## config.mk

```make
export PLATFORM = sky130hd
export DESIGN_NAME = uart_top
export DESIGN_NICKNAME = d
export VERILOG_FILES = /design/src/rtl/uart_top.sv
export SDC_FILE = /design/constraint.sdc
export NUM_CORES = 1
export LEC_CHECK = 0
export CAP_MARGIN = 10
export CORE_MARGIN = 2
export CORE_UTILIZATION = 35
export DETAILED_ROUTE_END_ITERATION = 10
export GPL_ROUTABILITY_DRIVEN = 0
export SLEW_MARGIN = 20
export SYNTH_ARGS = -nofsm -noshare
export SYNTH_HDL_FRONTEND = slang
export SYNTH_SLANG_ARGS = --single-unit
```

## constraint.sdc

```tcl
create_clock -name clk_50MHz -period 5.2 [get_ports clk_50MHz]
set_input_delay 1.56 -clock clk_50MHz [delete_from_list [all_inputs] [get_ports clk_50MHz]]
set_output_delay 1.56 -clock clk_50MHz [all_outputs]
set_load 0.02 [all_outputs]
```

## src/rtl/uart_top.sv

```systemverilog
// UART 8N1 receiver -> RX FIFO -> HD44780 8-bit LCD writer at 16x oversampling.
// Optional feature macro UART_ECHO_EN: each displayed byte is also retransmitted on tx.
module uart_top #(
  parameter int DATA_BITS         = 8,
  parameter int STOP_BIT_TICK     = 16,
  parameter int BR_LIMIT          = 326,
  parameter int BR_BITS           = 9,
  parameter int FIFO_EXP          = 4,
  parameter int LCD_INIT_CYCLES   = 1_000_000,
  parameter int LCD_ACCESS_CYCLES = 100_000,
  parameter int LCD_EN_CYCLES     = 25
) (
  input  logic       clk_50MHz,
  input  logic       reset,
  input  logic       rx,
  output logic       tx,
  output logic       rs,
  output logic       rw,
  output logic       enable,
  output logic [7:0] data_lcd,
  output logic       fifo_full,
  output logic       fifo_empty,
  output logic [5:0] o_dbg_state
);

  localparam int TW      = $clog2((STOP_BIT_TICK > 16) ? STOP_BIT_TICK : 16);
  localparam int NW      = (DATA_BITS > 1) ? $clog2(DATA_BITS) : 1;
  localparam int DEPTH   = 1 << FIFO_EXP;
  localparam int LCD_MAX = (LCD_INIT_CYCLES > LCD_ACCESS_CYCLES) ? LCD_INIT_CYCLES : LCD_ACCESS_CYCLES;
  localparam int LCW     = $clog2(LCD_MAX);

  // ---------------------------------------------------------------- baud tick
  logic [BR_BITS-1:0] r_br_cnt;
  logic               w_tick;

  assign w_tick = (r_br_cnt == BR_BITS'(BR_LIMIT - 1));

  always_ff @(posedge clk_50MHz) begin
    if (reset || w_tick) r_br_cnt <= '0;
    else                 r_br_cnt <= r_br_cnt + 1'b1;
  end

  // ---------------------------------------------------------------- rx synchroniser
  logic r_rx_meta;
  logic r_rx_sync;
  logic r_rx_prev;
  logic w_rx_fall;

  always_ff @(posedge clk_50MHz) begin
    if (reset) begin
      r_rx_meta <= 1'b1;
      r_rx_sync <= 1'b1;
      r_rx_prev <= 1'b1;
    end else begin
      r_rx_meta <= rx;
      r_rx_sync <= r_rx_meta;
      r_rx_prev <= r_rx_sync;
    end
  end

  // A true falling edge is needed, so a line left low after a framing error cannot restart a frame.
  assign w_rx_fall = r_rx_prev & ~r_rx_sync;

  // ---------------------------------------------------------------- receiver
  typedef enum logic [1:0] {RX_IDLE, RX_START, RX_DATA, RX_STOP} rx_state_t;

  rx_state_t            r_rx_state;
  logic [TW-1:0]        r_rx_s;
  logic [NW-1:0]        r_rx_n;
  logic [DATA_BITS-1:0] r_rx_b;
  logic                 r_rx_done;

  always_ff @(posedge clk_50MHz) begin
    if (reset) begin
      r_rx_state <= RX_IDLE;
      r_rx_s     <= '0;
      r_rx_n     <= '0;
      r_rx_b     <= '0;
      r_rx_done  <= 1'b0;
    end else begin
      r_rx_done <= 1'b0;
      case (r_rx_state)
        RX_IDLE: begin
          if (w_rx_fall) begin
            r_rx_state <= RX_START;
            r_rx_s     <= '0;
          end
        end
        RX_START: begin
          if (w_tick) begin
            if (r_rx_s == TW'(7)) begin
              r_rx_s <= '0;
              r_rx_n <= '0;
              if (r_rx_sync) r_rx_state <= RX_IDLE;
              else           r_rx_state <= RX_DATA;
            end else begin
              r_rx_s <= r_rx_s + 1'b1;
            end
          end
        end
        RX_DATA: begin
          if (w_tick) begin
            if (r_rx_s == TW'(15)) begin
              r_rx_s <= '0;
              r_rx_b <= {r_rx_sync, r_rx_b[DATA_BITS-1:1]};
              if (r_rx_n == NW'(DATA_BITS - 1)) r_rx_state <= RX_STOP;
              else                              r_rx_n     <= r_rx_n + 1'b1;
            end else begin
              r_rx_s <= r_rx_s + 1'b1;
            end
          end
        end
        RX_STOP: begin
          if (w_tick) begin
            if (r_rx_s == TW'(STOP_BIT_TICK - 1)) begin
              r_rx_state <= RX_IDLE;
              r_rx_done  <= r_rx_sync;
            end else begin
              r_rx_s <= r_rx_s + 1'b1;
            end
          end
        end
        default: r_rx_state <= RX_IDLE;
      endcase
    end
  end

  // ---------------------------------------------------------------- RX FIFO
  logic [DATA_BITS-1:0] r_mem [DEPTH];
  logic [FIFO_EXP-1:0]  r_wptr;
  logic [FIFO_EXP-1:0]  r_rptr;
  logic [FIFO_EXP:0]    r_count;
  logic [FIFO_EXP:0]    w_count_nxt;
  logic                 w_pop;
  logic                 w_do_push;
  logic [DATA_BITS-1:0] w_pop_data;
  logic                 w_lcd_ready;
  logic                 w_tx_idle;

  // Pop handshake: valid = !fifo_empty, ready = LCD ready and transmitter idle;
  // the byte transfers in the single cycle where both are high, never otherwise.
  assign w_pop      = !fifo_empty && w_lcd_ready && w_tx_idle;
  assign w_do_push  = r_rx_done && (!fifo_full || w_pop);
  assign w_pop_data = r_mem[r_rptr];

  always_comb begin
    w_count_nxt = r_count;
    if (w_do_push && !w_pop)      w_count_nxt = r_count + 1'b1;
    else if (!w_do_push && w_pop) w_count_nxt = r_count - 1'b1;
  end

  always_ff @(posedge clk_50MHz) begin
    if (w_do_push) r_mem[r_wptr] <= r_rx_b;
  end

  always_ff @(posedge clk_50MHz) begin
    if (reset) begin
      r_wptr     <= '0;
      r_rptr     <= '0;
      r_count    <= '0;
      fifo_full  <= 1'b0;
      fifo_empty <= 1'b1;
    end else begin
      if (w_do_push) r_wptr <= r_wptr + 1'b1;
      if (w_pop)     r_rptr <= r_rptr + 1'b1;
      r_count    <= w_count_nxt;
      fifo_full  <= (w_count_nxt == (FIFO_EXP + 1)'(DEPTH));
      fifo_empty <= (w_count_nxt == '0);
    end
  end

  // ---------------------------------------------------------------- echo transmitter
  logic [1:0] w_tx_dbg;

`ifdef UART_ECHO_EN
  typedef enum logic [1:0] {TX_IDLE, TX_START, TX_DATA, TX_STOP} tx_state_t;

  tx_state_t            r_tx_state;
  logic [3:0]           r_tx_s;
  logic [NW-1:0]        r_tx_n;
  logic [DATA_BITS-1:0] r_tx_b;
  logic                 r_tx;

  always_ff @(posedge clk_50MHz) begin
    if (reset) begin
      r_tx_state <= TX_IDLE;
      r_tx_s     <= '0;
      r_tx_n     <= '0;
      r_tx_b     <= '0;
      r_tx       <= 1'b1;
    end else begin
      case (r_tx_state)
        TX_IDLE: begin
          r_tx <= 1'b1;
          if (w_pop) begin
            r_tx_b     <= w_pop_data;
            r_tx_s     <= '0;
            r_tx       <= 1'b0;
            r_tx_state <= TX_START;
          end
        end
        TX_START: begin
          if (w_tick) begin
            if (r_tx_s == 4'd15) begin
              r_tx_s     <= '0;
              r_tx_n     <= '0;
              r_tx       <= r_tx_b[0];
              r_tx_state <= TX_DATA;
            end else begin
              r_tx_s <= r_tx_s + 1'b1;
            end
          end
        end
        TX_DATA: begin
          if (w_tick) begin
            if (r_tx_s == 4'd15) begin
              r_tx_s <= '0;
              r_tx_b <= r_tx_b >> 1;
              if (r_tx_n == NW'(DATA_BITS - 1)) begin
                r_tx       <= 1'b1;
                r_tx_state <= TX_STOP;
              end else begin
                r_tx_n <= r_tx_n + 1'b1;
                r_tx   <= r_tx_b[1];
              end
            end else begin
              r_tx_s <= r_tx_s + 1'b1;
            end
          end
        end
        TX_STOP: begin
          if (w_tick) begin
            if (r_tx_s == 4'd15) r_tx_state <= TX_IDLE;
            else                 r_tx_s     <= r_tx_s + 1'b1;
          end
        end
        default: r_tx_state <= TX_IDLE;
      endcase
    end
  end

  assign tx        = r_tx;
  assign w_tx_idle = (r_tx_state == TX_IDLE);
  assign w_tx_dbg  = r_tx_state;
`else
  assign tx        = 1'b1;
  assign w_tx_idle = 1'b1;
  assign w_tx_dbg  = 2'b00;
`endif

  // ---------------------------------------------------------------- LCD controller
  typedef enum logic [1:0] {LCD_POWERUP, LCD_ACCESS, LCD_READY} lcd_state_t;

  lcd_state_t       r_lcd_state;
  logic [LCW-1:0]   r_lcd_cnt;
  logic [2:0]       r_init_idx;
  logic [5:0]       r_col;
  logic [5:0]       w_col_nxt;
  logic             r_pend_valid;
  logic [7:0]       r_pend_cmd;
  logic             r_rs;
  logic             r_enable;
  logic [7:0]       r_data;
  logic [7:0]       w_pop_lcd;

  function automatic logic [7:0] init_cmd(input logic [2:0] idx);
    case (idx)
      3'd0:    init_cmd = 8'h38;
      3'd1:    init_cmd = 8'h0C;
      3'd2:    init_cmd = 8'h01;
      default: init_cmd = 8'h06;
    endcase
  endfunction

  always_comb begin
    w_pop_lcd                  = 8'h00;
    w_pop_lcd[DATA_BITS-1:0]   = w_pop_data;
  end

  assign w_col_nxt   = r_col + 6'd1;
  assign w_lcd_ready = (r_lcd_state == LCD_READY);

  always_ff @(posedge clk_50MHz) begin
    if (reset) begin
      r_lcd_state  <= LCD_POWERUP;
      r_lcd_cnt    <= '0;
      r_init_idx   <= '0;
      r_col        <= '0;
      r_pend_valid <= 1'b0;
      r_pend_cmd   <= 8'h00;
      r_rs         <= 1'b0;
      r_enable     <= 1'b0;
      r_data       <= 8'h00;
    end else begin
      case (r_lcd_state)
        LCD_POWERUP: begin
          if (r_lcd_cnt == LCW'(LCD_INIT_CYCLES - 1)) begin
            r_lcd_cnt   <= '0;
            r_rs        <= 1'b0;
            r_data      <= init_cmd(3'd0);
            r_init_idx  <= 3'd1;
            r_lcd_state <= LCD_ACCESS;
          end else begin
            r_lcd_cnt <= r_lcd_cnt + 1'b1;
          end
        end
        LCD_ACCESS: begin
          // Enable is high while the access counter reads 1..LCD_EN_CYCLES.
          r_enable <= (r_lcd_cnt < LCW'(LCD_EN_CYCLES));
          if (r_lcd_cnt == LCW'(LCD_ACCESS_CYCLES - 1)) begin
            r_lcd_cnt <= '0;
            if (r_init_idx != 3'd4) begin
              r_rs       <= 1'b0;
              r_data     <= init_cmd(r_init_idx);
              r_init_idx <= r_init_idx + 1'b1;
            end else if (r_pend_valid) begin
              r_rs         <= 1'b0;
              r_data       <= r_pend_cmd;
              r_pend_valid <= 1'b0;
            end else begin
              r_lcd_state <= LCD_READY;
            end
          end else begin
            r_lcd_cnt <= r_lcd_cnt + 1'b1;
          end
        end
        LCD_READY: begin
          if (w_pop) begin
            r_lcd_cnt   <= '0;
            r_rs        <= 1'b1;
            r_data      <= w_pop_lcd;
            r_lcd_state <= LCD_ACCESS;
            if (w_col_nxt == 6'd16) begin
              r_pend_valid <= 1'b1;
              r_pend_cmd   <= 8'hC0;
              r_col        <= w_col_nxt;
            end else if (w_col_nxt == 6'd32) begin
              r_pend_valid <= 1'b1;
              r_pend_cmd   <= 8'h01;
              r_col        <= '0;
            end else begin
              r_col <= w_col_nxt;
            end
          end
        end
        default: r_lcd_state <= LCD_POWERUP;
      endcase
    end
  end

  assign rs          = r_rs;
  assign rw          = 1'b0;
  assign enable      = r_enable;
  assign data_lcd    = r_data;
  assign o_dbg_state = {r_rx_state, w_tx_dbg, r_lcd_state};

endmodule

```

Word-level counts from Yosys, hierarchy flattened

Memory sizes are Yosys's and may differ from the RTL's. A register that Yosys moved wholly into a read port is not among the register bits.
Cells that the tools add are included.

Input bits: 3
Register bits: 95
Logic and storage cells: 173
Bits in writable memories: 128
Memories kept: 1
Output and inout port bits: 20

Memories:

| name  | words | bits a word | rd ports | clocked after memory_dff | write ports | line | RTL |
|---|---|---|---|---|---|---|---|
| r_mem | 16    | 8           | 1        | 1                        | 1           | 129  | `logic [DATA_BITS-1:0] r_mem [DEPTH];` |

Mux-type cells: 67
Bitwise operators: 5
$lt $le $gt $ge: 1
Reduce and logical (&&, ||, !) cells: 31
Add/subtract/negate cells: 10
Equality and inequality tests: 35

Operator list:

| operator              | number |
|---|---|
| $mux 20               | 3 |
| $pmux 20 s3           | 1 |
| $mux 8                | 7 |
| $mux 4                | 9 |
| $ne 2x2->1 const B    | 16 |
| $mux 2                | 14 |
| $mux 3                | 8 |
| $pmux 8 s3            | 1 |
| $add 20x1->20 const B | 1 |
| $eq 20x17->1 const B  | 1 |
| $eq 20x20->1 const B  | 1 |
| $lt 20x5->1 const B   | 1 |
| $reduce_and 5->1      | 4 |
| $pmux 6 s3            | 1 |
| $pmux 4 s4            | 1 |
| $add 4x1->4 const B   | 3 |
| $mux 1                | 12 |
| $mux 6                | 2 |
| $pmux 3 s2            | 2 |
| $mux 5                | 2 |
| $add 9x1->9 const B   | 1 |
| $eq 9x9->1 const B    | 1 |
| $pmux 2 s4            | 1 |
| $reduce_and 8->1      | 1 |
| other kinds (34)      | 55 |

Longest topological paths before layout

Gate-level depths: netlist (run 1).

Depth in word-level cells: 9
Gate-level depth with buffers: 8
Gate-level depth less buffers: 7

Worst setup path before layout (run 1)

OpenSTA, ideal clock, no wires.

Kind: register -> register
From: reg r_lcd_state[1]
To: mem r_mem[3][0] (enable)
Library setup time: 0.383 ns
Data arrival time: 2.054 ns
Clock period less this slack: 2.438 ns
Required time: 4.817 ns
Stages on the path, launching flop included: 6
Path slack: 2.762 ns
Cell sequence: dfxtp_1 ha_1 nand2b_1 a21boi_1 nand2_1 nor3_1

Longest elaborated chain between the ends: 6

Ends and longest elaborated chain:

| element                      | line | RTL |
|---|---|---|
| start, declared              | 254  | `lcd_state_t r_lcd_state;` |
| start signal, assigned       | 285  | `r_lcd_state <= LCD_POWERUP;` |
| start signal, assigned       | 302  | `r_lcd_state <= LCD_ACCESS;` |
| start signal, assigned       | 321  | `r_lcd_state <= LCD_READY;` |
| $eq 2x2->1                   | 281  | `assign w_lcd_ready = (r_lcd_state == LCD_READY);` |
| named net w_lcd_ready        | 137  | `logic w_lcd_ready;` |
| $logic_and 1x1->1            | 142  | `assign w_pop = !fifo_empty && w_lcd_ready && w_tx_idle;` |
| $logic_or 1x1->1             | 143  | `assign w_do_push = r_rx_done && (!fifo_full \|\| w_pop);` |
| $logic_and 1x1->1            | 143  |  |
| $mux 1                       | 153  | `if (w_do_push) r_mem[r_wptr] <= r_rx_b;` |
| $mux 1 (implied by the code) | 153  |  |
| end, declared                | 129  |  |

The timed path passes the listed nets, and every way through them passes these cells.

Worst setup path in the final report (run 1)

From: reg r_lcd_state[0]
To: mem r_mem[2][6] (enable)

The elaborated chain is that of the path after synthesis.

==> results of run 1 <==
[flip-flops by register name, summed over array words and instances (netlist names), 4 cells and up, named ones only]
| register | count |
|---|---|
| r_count | 5 |
| r_col | 6 |
| r_rx_b | 8 |
| r_br_cnt | 9 |
| data_lcd | 8 |
| r_wptr | 4 |
| r_rptr | 4 |
| r_rx_s | 4 |
| r_lcd_cnt | 20 |
| r_mem | 128 |
[worst paths after layout]
kind | cells after the start | slack (ps) | to
max | 6 | 1740 | r_mem[2][6]$_DFFE_PP_
min | 1 | 430 | r_rx_sync$_SDFF_PP1_
max reg2reg | 6 | 1740 | r_mem[2][6]$_DFFE_PP_
min reg2reg | 1 | 430 | r_rx_sync$_SDFF_PP1_
[layout by cell type (no fill, tap or decap), drive strengths merged, types with 4 or more instances in the layout]
master         synthesis  final
mux4                  29     29
clkdlybuf4s50          0     17
nand4                 19     19
a311oi                 5      5
ha                    23     23
clkinv                 1     10
a21oi                 37     37
a31oi                  4      4
xor2                  28     28
inv                   33     34
edfxtp               128    128
xnor2                 12     12
nand3                 20     20
o32ai                  5      5
or4                    8      8
and2                   5      5
nor3                  15     15
or3                    9      9
nor2                  91     91
nand2                 48     48
a211oi                 8      8
mux2i                 26     26
clkbuf                16     35
nor4                   4      4
and4                   4      4
nor2b                  8      8
dfxtp                 93     93
and3                   6      6
conb                   2      4
nand2b                 7      7
o21ai                 10     10
buf                   17      6
[stage by stage]
stage	power, mW	utilization	hold WS [ps]
floorplan	2.380	-	389.5
finish	4.204	0.4050	427.6
global route	4.384	0.4050	462.5
global placement	2.541	0.3748	405.5
detailed placement	2.543	0.3748	401.9
CTS	4.255	0.4046	433.9
[metal layers]
metal	wire [µm]	global-route usage	vias up
met4	457	0.04162	0
met1	9162	0.1923	2867
met5	0	0	-
met3	727	0.02140	27
met2	9597	0.2335	113
li1	-	-	2874
[power breakdown]
group,leakage (nW),switching [mW],total (mW),internal [mW]
clock network,0.401,0.687,1.70,1.01
registers,1.94,0.0383,1.91,1.87
logic,1.22,0.392,0.597,0.206
total,3.56,1.12,4.20,3.09
[layout make-up]
class	count	area (µm²)
Timing Repair Buffer	23	212.7
Fill cell	2528	16080
Clock buffer	35	714.4
Multi-Input combinational cell	480	3665
Inverter	34	127.6
Sequential cell	221	5707
Tap cell	341	426.7
Clock inverter	11	91.34
[synthesized netlist by cell type, types with 18 or more instances]
| cell type | number | area [µm²] |
|---|---|---|
| ha_1 | 23 | 287.8 |
| a21oi_1 | 34 | 170.2 |
| edfxtp_1 | 128 | 3844 |
| nand3_1 | 20 | 100.1 |
| nor2_2 | 18 | 112.6 |
| nand2_1 | 47 | 176.4 |
| mux2i_1 | 26 | 260.3 |
| mux4_2 | 29 | 653.1 |
| nand4_1 | 19 | 118.9 |
| xor2_1 | 28 | 245.2 |
| dfxtp_1 | 93 | 1862 |
| inv_1 | 33 | 123.9 |
| nor2_1 | 73 | 274.0 |
[cells by family (layout without fill, tap and decap cells)]
family,after synthesis,in the layout,share of synthesized area
flops,221,221,0.5914
xor+xnor,40,40,0.03631
buf+inv,67,103,0.03061
fa+ha+maj,23,23,0.02983
simple gates,256,256,0.1402
mux,56,56,0.09584
other cells,2,4,0.0007784
compound gates,101,101,0.07509
==> flow_summary.yaml, run 1 <==
logic_synthesis:
  synthesis.instances: 766
  synth-main-ff-cell: "edfxtp_1"
  synth_edf_count: 128
  ys_ff_latch: 221
  yosysWarningCount: 0
  ys_seq_area_frac: 0.5914
  syn_area_per_cell_um2: 12.60
  syn_area_mm2: 0.009648
  synth.distinct_cells: 78
  synth-async-reset-ratio: 0
placed_design:
  io_buffers: 18
  dpl.hpwl_um: 13010
  pre_cts_slack_ps: 1678
  placed_cell_area_mm2: 0.01013
  dp.cells: 1099
worst_setup_path:
  crit_required_ps: 5350
  endpoint_kind: "flop"
  worst_path_dominant_cell_family: "simple AND/OR/NAND/NOR gates"
  path_cells: "inv_1, ha_1, nand2b_1, a21boi_1, nand2_1, nor3_1"
  worst-setup-path-type: "flop to flop"
  cp-start-kind: "flop"
  critPathArrivalTime_ps: 3600
  critPathBufInv: 1
  cp-startpoint: "r_lcd_state[0]$_SDFFE_PP0P_"
  critical_path.slowest_cell: "nor3_1"
  cp_max_fo: 14
  rr_startpoint: "r_lcd_state[0]$_SDFFE_PP0P_"
  max_stage_delay_ps: 870
global_routing:
  antenna_found_initial: 0
  grt_pass1_vias: 5771
  grt_max_degree: 58
  grt_pass1_wl_um: 31820
  grtUsageTotal: 0.1410
  grt_overflow: 0
floorplan:
  die_area_mm2: 0.02891
  start_util: 0.3570
  boundaryPins: 23
  die_x_um: 170.0
  rows: 60
  core_area_mm2: 0.02703
  die_h_um: 170.0
sta:
  min_period_ps: 3459
  max_slew_margin: 0.2810
  layout_setup_ws_ps: 1741
  fin_crit_sh: 0.6652
  skew_ps: 14.13
  slew_viol_final: 0
  rsz0062_at_grt: "false"
  fmax_mhz: 289.1
  worst_pin_slew_ps: 1070
  final-setup-viol-count: 0
  finalHoldViolations: 0
  setup_tns_ps: 0
routing:
  drt_iter0_markers: 435
  dr.pass1.iters: 4
  drtAntennaViolNets: 0
  wl_um: 19950
  vias: 5881
  vias_per_cell: 5.136
  drcViolationCount: 0
  routedWlPerCell_um: 17.42
clock_tree:
  clk_pin_slew_worst_paths_ps: 60
  clock_path_buffers: 3
  clk_latency_ps: 530
  cts_tree: "yes"
  hold_buffers: 0
  post_cts_resized: 0
  cts_max_level: 1
  cts_buffers: 25
  post_cts_buffers: 0
  clock_sinks: 221
  cts_root_buffer: "clkbuf_16"
min_path:
  hold_path.class: "flop to flop"
  min_from: "r_rx_meta$_SDFF_PP1_"
cells_and_area:
  areaGrowthSynthToFinish_pct: 13.43
  finalInstanceArea_mm2: 0.01094
  insertedDiodeCount: 0
  layout.cells.non_filler: 1145
  layout.nets: 811
  drive_above_1_share: 0.1418
run:
  max_cap_viol_count: 0
power_and_ir_drop:
  p_leak_nw: 3.556
  vdd.ir_drop.worst_v: 0.0002302
  powerDensity_mw_per_mm2: 384.2
status:
  run_status: "completed"
No activity file was read; power rests on OpenSTA's default activity.
==> inputs of run 2 (changes only) <==
==> constraint.sdc (replaced) <==
create_clock -name clk_50MHz -period 2.9 [get_ports clk_50MHz]
set_input_delay 0.87 -clock clk_50MHz [delete_from_list [all_inputs] [get_ports clk_50MHz]]
set_output_delay 0.87 -clock clk_50MHz [all_outputs]
set_load 0.02 [all_outputs]
==> run 2 against run 1 <==
Via count grew 2.2%. Largest power group unchanged. Global-route usage up 0.13 points. Sequential power is 80% higher. Utilization rose by 0.49 points. Highest routed layer unchanged. Final cell count increased by 1.7%. Clock skew increased by 7.0 ps. Die area stayed put.
==> flow_summary.yaml, run 2 (synthesized netlist as in run 1, its figures left out) <==
power_and_ir_drop:
  vdd.ir_drop.worst_v: 0.0004747
  powerDensity_mw_per_mm2: 672.2
  p_leak_nw: 3.650
worst_setup_path:
  max_stage_delay_ps: 700
  ff2ff_path_depth: 7
  cp-start-kind: "flop"
  critical_path.slowest_cell: "clkdlybuf4s50_1"
  worst_path_dominant_cell_family: "buffers and inverters"
  r2r_setup_slack_ps: 430
  r2r-end: "data_lcd[4]$_SDFFE_PP0P_"
  path_depth: 1
  critPathArrivalTime_ps: 1820
  worst-setup-path-type: "flop to output port"
  path_cells: "clkdlybuf4s50_1"
  endpoint_kind: "output port"
  rr_startpoint: "r_lcd_state[0]$_SDFFE_PP0P_"
  crit_required_ps: 2030
  critPathBufInv: 1
  cp_max_fo: 15
routing:
  drtAntennaViolNets: 0
  vias: 6012
  drt_iter0_markers: 308
  drcViolationCount: 0
  dr.pass1.iters: 5
  routedWlPerCell_um: 17.27
  wl_um: 20130
  vias_per_cell: 5.161
global_routing:
  grt_pass1_vias: 5916
  grt_overflow: 0
  antenna_found_initial: 0
  grtUsageTotal: 0.1423
  grt_max_degree: 37
  grt_pass1_wl_um: 32480
clock_tree:
  cts_tree: "yes"
  post_cts_buffers: 0
  clk_latency_ps: 510
  clock_path_buffers: 3
  post_cts_resized: 0
  clk_pin_slew_worst_paths_ps: 60
  cts_buffers: 24
  hold_buffers: 0
  cts_root_buffer: "clkbuf_16"
  cts_max_level: 1
  clock_sinks: 221
run:
  max_cap_viol_count: 0
placed_design:
  dpl.hpwl_um: 13170
  io_buffers: 18
floorplan:
  rows: 60
  boundaryPins: 23
  start_util: 0.3570
  die_x_um: 170.0
  die_area_mm2: 0.02891
  die_h_um: 170.0
  core_area_mm2: 0.02703
sta:
  final-setup-viol-count: 0
  min_period_ps: 2688
  fin_crit_sh: 0.9271
  max_slew_margin: 0.4584
  finalHoldViolations: 0
  skew_ps: 21.13
  slew_viol_final: 0
  setup_tns_ps: 0
  fmax_mhz: 372.0
  rsz0062_at_grt: "false"
  worst_pin_slew_ps: 811.3
cells_and_area:
  final_util: 0.4099
  areaGrowthSynthToFinish_pct: 14.81
  largestRegisters: "r_mem: 128 flops, r_lcd_cnt: 20 flops, r_br_cnt: 9 flops"
  final_cell_mix: "edfxtp_1, dfxtp_1, nor2_1"
  drive_above_1_share: 0.1602
  insertedDiodeCount: 0
  largest_reg_flops: 128
  layout.nets: 833
  regMostFlops: "r_mem"
  final_common_cell: "edfxtp_1"
status:
  run_status: "completed"
min_path:
  hold_depth: 1
  min_from: "r_rx_meta$_SDFF_PP1_"
  hold_path.class: "flop to flop"
  hold_end: "r_rx_sync$_SDFF_PP1_"
==> run 2: power breakdown <==
part | switching [mW] | internal, mW
combinational | 0.676 | 0.383
sequential | 0.0750 | 3.35
clock | 1.19 | 1.77
total | 1.94 | 5.50
==> run 2: cell type report <==
type                            instances  area [µm²]
Clock inverter                         13       108.9
Fill cell                            2501       15950
Multi-Input combinational cell        480        3655
Tap cell                              341       426.7
Sequential cell                       221        5707
Inverter                               34       127.6
Timing Repair Buffer                   46       397.9
Clock buffer                           30       654.4
==> run 2: how the worst max path moves through the flow <==
stage | startpoint | to | slack [ps]
after floorplan | r_lcd_state[1]$_SDFFE_PP0P_ | r_mem[3][0]$_DFFE_PP_ | 460
after global placement | r_lcd_state[0]$_SDFFE_PP0P_ | data_lcd[4]$_SDFFE_PP0P_ | 530
after detailed placement | r_lcd_state[0]$_SDFFE_PP0P_ | data_lcd[5]$_SDFFE_PP0P_ | 470
after CTS | r_rx_state[0]$_SDFFE_PP0P_ | o_dbg_state[4] | 190
after global routing | r_rx_state[0]$_SDFFE_PP0P_ | o_dbg_state[4] | 130
final | r_rx_state[0]$_SDFFE_PP0P_ | o_dbg_state[4] | 210
==> run 2: through the flow <==
step           hold WS, ps  setup slack, ps  total power, mW  area [µm²]  std cells
6_report             423.4            211.5            7.446       11080       1165
5_1_grt              437.1            127.3            7.760       11080       1165
2_1_floorplan        389.5            462.3            4.268        9656        768
3_5_place_dp         404.0            469.6            4.552       10310       1122
3_3_place_gp         409.1            530.9            4.550       10310       1122
4_1_cts              427.1            189.6            7.538       11080       1165
==> run 2: layer usage <==
metal | wire length (µm) | global-route usage | up-vias | part of all wire
met4 | 501 | 0.04348 | 0 | 0.025
met1 | 9395 | 0.1956 | 2957 | 0.47
met5 | 0 | 0 | - | 0
met3 | 694 | 0.01698 | 32 | 0.034
li1 | - | - | 2915 | -
met2 | 9533 | 0.2367 | 108 | 0.47
==> inputs of run 3 (changes only) <==
--- a/config.mk
+++ b/config.mk
@@ -5,7 +5,6 @@
 export SDC_FILE = /design/constraint.sdc
 export NUM_CORES = 1
 export LEC_CHECK = 0
-export CAP_MARGIN = 10
 export CORE_MARGIN = 2
 export CORE_UTILIZATION = 35
 export DETAILED_ROUTE_END_ITERATION = 10
==> results of run 3 <==
Same layout as run 2: the final DEF is identical, and so are final timing and power.
